==> config.mk <==
export PLATFORM = sky130hd
export DESIGN_NAME = chroma_pair_scheduler
export DESIGN_NICKNAME = d
export VERILOG_FILES = /design/src/rtl/chroma_pair_scheduler.sv
export SDC_FILE = /design/constraint.sdc
export NUM_CORES = 1
export LEC_CHECK = 0
export CORE_MARGIN = 2
export CORE_UTILIZATION = 50
export CTS_CLUSTER_SIZE = 40
export DETAILED_ROUTE_END_ITERATION = 8
export GPL_TIMING_DRIVEN = 0
export MAX_ROUTING_LAYER = met4
export PLACE_DENSITY_LB_ADDON = 0.15
export SKIP_LAST_GASP = 1
export SYNTH_ARGS = -nofsm -noshare
export SYNTH_HDL_FRONTEND = slang
export SYNTH_SLANG_ARGS = --single-unit
==> constraint.sdc <==
create_clock -name clockgoing_pin -period 8.45 [get_ports clockgoing_pin]
set_clock_uncertainty 0.1 [all_clocks]
set_input_delay 0.845 -clock clockgoing_pin [delete_from_list [all_inputs] [get_ports clockgoing_pin]]
set_output_delay 0.845 -clock clockgoing_pin [all_outputs]
set_load 0.05 [all_outputs]
==> src/rtl/chroma_pair_scheduler.sv <==
// Reads bg/fg 128-bit FIFO words in lockstep, unpacks 4 pixels per word and
// emits a green-keyed composite stream with raster frame/line markers.
module chroma_pair_scheduler #(
  parameter int         FRAME_W   = 800,
  parameter int         FRAME_H   = 600,
  parameter logic [7:0] KEY_G_MIN = 8'd150,
  parameter logic [7:0] KEY_R_MAX = 8'd100,
  parameter logic [7:0] KEY_B_MAX = 8'd100
) (
  input  logic         clockgoing_pin,
  input  logic         aresetn,
  input  logic         enable,
  input  logic [127:0] bg_dout,
  input  logic         bg_empty,
  output logic         bg_rd_en,
  input  logic [127:0] fg_dout,
  input  logic         fg_empty,
  output logic         fg_rd_en,
  output logic [23:0]  video,
  output logic         video_valid,
  input  logic         video_ready,
  output logic         frame_start,
  output logic         line_end,
  output logic [15:0]  skew_cnt,
  output logic [1:0]   state
);

  typedef enum logic [1:0] {
    IDLE  = 2'd0,
    FETCH = 2'd1,
    LOAD  = 2'd2,
    EMIT  = 2'd3
  } state_t;

  localparam int XW = (FRAME_W > 1) ? $clog2(FRAME_W) : 1;
  localparam int YW = (FRAME_H > 1) ? $clog2(FRAME_H) : 1;

  state_t         state_q, state_d;
  logic [127:0]   bg_word, fg_word;
  logic [1:0]     lane, lane_n;
  logic [XW-1:0]  x, x_next;
  logic [YW-1:0]  y, y_next;
  logic           accept, last_x;
  logic [23:0]    next_px;

  // Key test runs on the fg lane; keyed pixels show the bg lane instead.
  function automatic logic [23:0] composite(input logic [31:0] bg_px,
                                            input logic [31:0] fg_px);
    logic key;
    key = (fg_px[15:8] >= KEY_G_MIN) && (fg_px[23:16] <= KEY_R_MAX) &&
          (fg_px[7:0] <= KEY_B_MAX);
    return key ? bg_px[23:0] : fg_px[23:0];
  endfunction

  assign accept  = video_valid & video_ready;
  assign last_x  = (x == XW'(FRAME_W - 1));
  assign lane_n  = lane + 2'd1;
  assign next_px = composite(bg_word[{lane_n, 5'd0} +: 32],
                             fg_word[{lane_n, 5'd0} +: 32]);
  assign state   = state_q;

  always_comb begin
    // NOTE: every output of this block gets a default first so no latch is inferred.
    x_next = last_x ? '0 : x + 1'b1;
    y_next = y;
    if (last_x) y_next = (y == YW'(FRAME_H - 1)) ? '0 : y + 1'b1;
  end

  always_comb begin
    state_d  = state_q;
    bg_rd_en = 1'b0;
    fg_rd_en = 1'b0;
    case (state_q)
      IDLE:  if (enable && !bg_empty && !fg_empty) state_d = FETCH;
      FETCH: begin
        bg_rd_en = 1'b1;
        fg_rd_en = 1'b1;
        state_d  = LOAD;
      end
      LOAD:  state_d = EMIT;
      EMIT:  if (accept && lane == 2'd3) state_d = IDLE;
      default: state_d = IDLE;
    endcase
  end

  // NOTE: sequential state uses non-blocking assignments so every register samples pre-edge values.
  always_ff @(posedge clockgoing_pin) begin
    if (!aresetn) state_q <= IDLE;
    else          state_q <= state_d;
  end

  always_ff @(posedge clockgoing_pin) begin
    if (!aresetn) begin
      // NOTE: the latched words are reset too, so a mid-frame reset leaves no stale pixels behind.
      bg_word     <= '0;
      fg_word     <= '0;
      video       <= '0;
      video_valid <= 1'b0;
      frame_start <= 1'b0;
      line_end    <= 1'b0;
      lane        <= '0;
      x           <= '0;
      y           <= '0;
      skew_cnt    <= '0;
    end else begin
      if (state_q == IDLE && enable && (bg_empty ^ fg_empty) && skew_cnt != 16'hFFFF)
        skew_cnt <= skew_cnt + 16'd1;

      if (state_q == LOAD) begin
        bg_word     <= bg_dout;
        fg_word     <= fg_dout;
        video       <= composite(bg_dout[31:0], fg_dout[31:0]);
        video_valid <= 1'b1;
        lane        <= '0;
        frame_start <= (x == '0) && (y == '0);
        line_end    <= last_x;
      end

      if (state_q == EMIT && accept) begin
        x <= x_next;
        y <= y_next;
        if (lane != 2'd3) begin
          lane        <= lane_n;
          video       <= next_px;
          frame_start <= (x_next == '0) && (y_next == '0);
          line_end    <= (x_next == XW'(FRAME_W - 1));
        end else begin
          video_valid <= 1'b0;
          frame_start <= 1'b0;
          line_end    <= 1'b0;
        end
      end
    end
  end

endmodule

* Yosys cells after proc, flatten, opt, wreduce, memory -nomap -nowiden
Cells that the tools add are included.
** Storage, ports and cells
- Word-level logic and storage cells :: 82
- Flip-flop bits (word level) :: 323
- Output and inout bits :: 47
** Operators by class
- Reductions and logical operators :: 22
- Magnitude comparators :: 6
- Bitwise gates (word level) :: 2
- Shifts and indexed selects :: 2
- Mux-type cells :: 24
- Add/sub/neg operators :: 4
- Equality and inequality tests :: 11
** Operators by type and width (number)
- 128-bit by 8-bit variable part select with 24-bit output :: 2
- 24-bit 2-to-1 mux :: 5
- 10-bit zero test :: 4
- 8-bit by 7-bit <= comparator with 1-bit output (second input constant) :: 4
- 10-bit == test (second input constant) :: 3
- 10-bit 2-to-1 mux :: 3
- 10-bit by 1-bit adder with 10-bit output (second input constant) :: 2
- 16-bit by 1-bit adder with 16-bit output (second input constant) :: 1
- 8-bit >= comparator (second input constant) :: 2
- 16-bit != test (second input constant) :: 1
- 1-bit logical AND :: 13
- 1-bit 2-to-1 mux :: 10
- 2-bit 2-to-1 mux :: 5
- 2-bit one-hot mux with 4 select lines :: 1
- 2-bit == test (second input constant) :: 3
- 2-bit != test (second input constant) :: 3
- 2-bit by 1-bit adder with 2-bit output (second input constant) :: 1
- 2-bit by 1-bit == test with 1-bit output (second input constant) :: 1
- 1-bit zero test :: 2
- 2-bit zero test :: 1
- 2-bit AND reduction :: 1
- 2-bit nonzero test :: 1
- 1-bit AND :: 1
- 1-bit XOR :: 1

* Logic depth before layout (Yosys ltp)
- Word-level depth :: 8
- Depth in mapped cells :: 11
- Gate-level depth less buffers :: 8

* Least setup slack after synthesis
No wires, ideal clock.
- Path kind :: reg-to-reg
- From :: reg lane[0]
- To :: reg video[0]
- Clock period less this slack :: 2.818 ns
- Path slack :: 5.632 ns
- Required time :: 8.222 ns
- Cell stages (with the launch flop) :: 10
- Data arrival time :: 2.590 ns
- Cells stage by stage :: dfxtp_1 -> ha_1 -> buf_6 -> mux4_1 -> nor4_1 -> a21oi_1 -> nor4b_4 -> buf_6 -> mux2i_1 -> o21ai_1
** Between the ends
- Cells in the longest elaborated chain, start to end :: 8
- Elaborated cells between the ends (all ways) :: 12
- Classes of those cells :: add/sub (1); order compare (3); eq/ne (1); shift (2); mux (3); reduce/logical (2)
** Ends and longest elaborated chain
- from (decl) :: RTL line 40 : logic [1:0] lane, lane_n;
- from (signal assigned) :: RTL line 123 : lane <= lane_n;
- 2-bit by 1-bit adder with 2-bit output :: RTL line 57 : assign lane_n = lane + 2'd1;
- 128-bit by 8-bit variable part select with 24-bit output :: RTL line 59 : fg_word[{lane_n, 5'd0} +: 32]);
- 8-bit >= comparator / 8-bit by 7-bit <= comparator with 1-bit output (equally long branches) :: RTL line 50 : key = (fg_px[15:8] >= KEY_G_MIN) && (fg_px[23:16] <= KEY_R_MAX) &&
- 1-bit logical AND (2 in series) :: RTL line 50
- 24-bit 2-to-1 mux :: RTL line 52 : return key ? bg_px[23:0] : fg_px[23:0];
- 24-bit 2-to-1 mux (*) :: RTL line 122 : if (lane != 2'd3) begin
- 24-bit 2-to-1 mux (*) :: RTL line 119 : if (state_q == EMIT && accept) begin
- to (signal assigned) :: RTL line 112 : video <= composite(bg_dout[31:0], fg_dout[31:0]);
- to (signal assigned) :: RTL line 124 : video <= next_px;
- to (decl) :: RTL line 19 : output logic [23:0] video,
Every way passes the cells marked *; elsewhere a longest branch is shown, timed or not.
A chain may end at the register's enable or synchronous reset.

* Worst setup path in the final report
Ends and elaborated chain as after synthesis.

==> flow_summary.toml <==
[outcome]
status = "finished, final reports clean"

[synth]
synth_top_family_by_area = "multiplexers"
yosys.area_share.simple_pct = 13.6
synth_compound_area_share_pct = 7.34
synthAdderAreaFrac_pct = 1.25
synthCells = 1202
synth_cell_types = 54
async_flop_share_pct = 0
avgSynthCellArea_um2 = 9.97
synth-edff-count = 0
synthMuxAreaShare_pct = 29.0
synth_area_um2 = 12000
synth-seq-cells = 259
synth_flop_cell = "dfxtp_1"
syn_nets = 1476
ys_warn_count = 0
synth-xor-area-share_pct = 1.68
yosysSeqAreaShare_pct = 43.2

[grt]
antenna_found_initial = 1
grt_start_max_net_pins = 15
grt.total_usage_pct = 32.0
gr-total-overflow = 0
grt_pass1_vias = 10100
grt_pass1_wl_mm = 60.5

[floorplan]
fp-row-count = 56
ios = 309
die_h_um = 159
die-area_um2 = 25200
initial_core_util_pct = 51.1
core_um2 = 23500
die_w_um = 159

[timing]
hold_ws_ps = 390
min_period_ps = 3910
timing.final.crit_share_pct = 46.3
hold_violations = 0
slew_viol_final = 0
finalSetupTns_ps = 0
setup_violations = 0
fmax_mhz = 256
worstMarginPinSlew_ps = 1210
slew_headroom_pct = 19.7
grt_setup_unrepaired = "false"

[clocking]
cts.htree.levels = 1
clockRootBuffer = "clkbuf_16"
cts_buffers = 28
cts.hold.buffers_added = 0
cts.sinks = 259
clk_pin_slew_ps = 60
cts.repair.resized = 0
post-cts-setup-buffers = 0
clk_latency_ps = 570
cts_tree = "done"
clock_path_buffers = 3

[worst_hold_path]
hold_start = "bg_word[86]$_SDFFE_PN0P_"
min_to = "bg_word[86]$_SDFFE_PN0P_"
hp-class = "reg2reg"
hold_depth = 2

[pwr]
p_seq_share_pct = 39.8
leakagePower_nw = 5.28
p_per_area_nw_per_um2 = 236
p_sw_share_pct = 31.3
irDropWorstVdd_mv = 0.149
p_int_mw = 2.55
comb_power_share_pct = 27.0
clkPwrFrac_pct = 33.2
p_switching_mw = 1.16

[cells_and_area]
finalNetCount = 1750
area_growth_pct = 31.4
drive_above_1_share_pct = 6.56

[routing]
drt_iter0_markers = 940
vias_per_cell = 5.74
wl_per_cell_um = 22.1
ant_nets = 0
dr_total_vias = 10400
wirelength_mm = 40.1
drcViolationCount = 0
first_pass_iters = 7

[setup_path]
ff2ff_setup_slack_ps = 4540
cp-start-kind = "flip-flop"
r2r-start = "lane[0]$_SDFF_PN0_"
worstPathRequired_ps = 8750
critPathLaunch = "lane[0]$_SDFF_PN0_"
ff2ff_path_depth = 11
crit_path_end_kind = "flip-flop"
worstPathArrival_ps = 4210
path_class = "reg2reg"
crit_path_max_fanout = 10
worstReg2RegEnd = "video[0]$_SDFF_PN0_"

[placement]
dp.final_hpwl_mm = 29.6
gp_congestion = 0.972
io_buffer_count = 244

[flow_run]
maxCapViolations = 0
layout by cell type (no fill, tap or decap), types with 3 or more instances in the layout:
master	instances
nor2_1	259
dfxtp_1	259
clkdlybuf4s50_1	244
mux2i_1	236
clkbuf_1	52
mux4_2	38
buf_1	33
a21oi_1	28
clkbuf_16	28
nand2_1	26
o21ai_0	26
nor3_1	22
inv_1	21
nand3_1	21
a211o_1	21
o21ai_1	20
xnor2_1	16
ha_1	12
a211oi_1	10
mux4_1	10
or3_1	9
and3_1	8
a31oi_1	8
nand4_1	7
xor2_1	7
clkbuf_8	7
buf_2	6
nor4_1	5
nor3b_1	4
and4_1	4
buf_6	4
o22ai_1	4
clkinv_2	4
o41ai_1	3
sequential cells by signal, indices dropped and copies added (netlist names):
signal       count
bg_word         96
fg_word         96
video           24
skew_cnt        16
x               10
y               10
lane             2
state            2
frame_start      1
line_end         1
video_valid      1
worst max path at each step:
stage | endpoint | slack [ps] | cells past startpoint
2_1_floorplan | video[0]$_SDFF_PN0_ | 5630 | 9
3_3_place_gp | video[9]$_SDFF_PN0_ | 4590 | 8
3_5_place_dp | video[13]$_SDFF_PN0_ | 4580 | 8
4_1_cts | video[9]$_SDFF_PN0_ | 4570 | 8
5_1_grt | video[9]$_SDFF_PN0_ | 4370 | 8
6_report | video[0]$_SDFF_PN0_ | 4540 | 11
critical path: stages (launching register included):
cell and delay, ps:
dfxtp_1 320, ha_1 450, buf_6 230, buf_6 250, buf_4 330, mux4_2 390, o21ai_0 380, a21oi_1 230
nor4b_4 480, buf_6 280, mux2i_1 220, o21ai_1 70
per-stage QoR:
| step | power (mW) | util (%) | instances | instance area (µm²) | worst slack, ps |
|---|---|---|---|---|---|
| after global routing | 3.84 | 67.1 | 1815 | 15800 | 4370 |
| after global placement | 2.47 | 63.2 | 1765 | 14800 | 4590 |
| final | 3.72 | 67.1 | 1815 | 15800 | 4540 |
| after floorplan | 2.12 | - | 1202 | 12000 | 5630 |
| after detailed placement | 2.49 | 63.2 | 1765 | 14800 | 4580 |
| after CTS | 3.71 | 67.1 | 1814 | 15800 | 4570 |
kinds of logic after synthesis:
family / after synthesis
xor+xnor: 23
flops: 259
mux: 284
buf+inv: 112
simple gates: 375
compound gates: 137
fa+ha+maj: 12
final cells by class:
class	instances	area, µm²
multi-input combinational	831	6340
timing repair buffer	244	2440
sequential	259	5180
clock inverter	7	96.3
antenna	1	2.50
clock buffer	42	823
tap	319	399
fill	1908	7720
buffer	90	383
inverter	22	82.6
synth_stat cells (3+ instances only):
| master | number | area share (%) |
|---|---|---|
| a21oi_1 | 28 | 1.2 |
| a211o_1 | 21 | 1.5 |
| o22ai_1 | 4 | 0.21 |
| clkbuf_1 | 45 | 1.4 |
| mux4_2 | 38 | 7.1 |
| a211oi_1 | 10 | 0.63 |
| nor3b_1 | 4 | 0.25 |
| a31oi_1 | 8 | 0.42 |
| inv_1 | 21 | 0.66 |
| and3_1 | 8 | 0.42 |
| nor2_1 | 259 | 8.1 |
| nor4_1 | 5 | 0.26 |
| buf_1 | 33 | 1.0 |
| and4_1 | 4 | 0.29 |
| o41ai_1 | 3 | 0.22 |
| dfxtp_1 | 259 | 43 |
| o21ai_1 | 20 | 0.83 |
| nand2_1 | 26 | 0.81 |
| xor2_1 | 7 | 0.51 |
| nand3_1 | 21 | 0.88 |
| ha_1 | 12 | 1.3 |
| mux4_1 | 10 | 2.2 |
| buf_2 | 6 | 0.25 |
| or3_1 | 9 | 0.47 |
| nand4_1 | 7 | 0.37 |
| xnor2_1 | 16 | 1.2 |
| buf_6 | 4 | 0.38 |
| o21ai_0 | 26 | 1.1 |
| nor3_1 | 22 | 0.92 |
| mux2i_1 | 236 | 20 |
power by group through the flow:
stage | clock network, mW | logic [mW] | registers, mW
2_1_floorplan | 0 | 0.525 | 1.59
3_3_place_gp | 0 | 0.979 | 1.49
3_5_place_dp | 0 | 0.992 | 1.50
4_1_cts | 1.24 | 0.997 | 1.48
5_1_grt | 1.29 | 1.06 | 1.50
6_report | 1.23 | 1.00 | 1.48
metal layers:
metal,part of all wire (%),up-vias,global-route usage [%]
met2,44,503,47.6
met5,0,-,-
met1,45,5016,44.5
met4,3.0,0,9.67
li1,-,4829,-
met3,8.6,79,5.96
No activity file was read; power rests on OpenSTA's default activity.
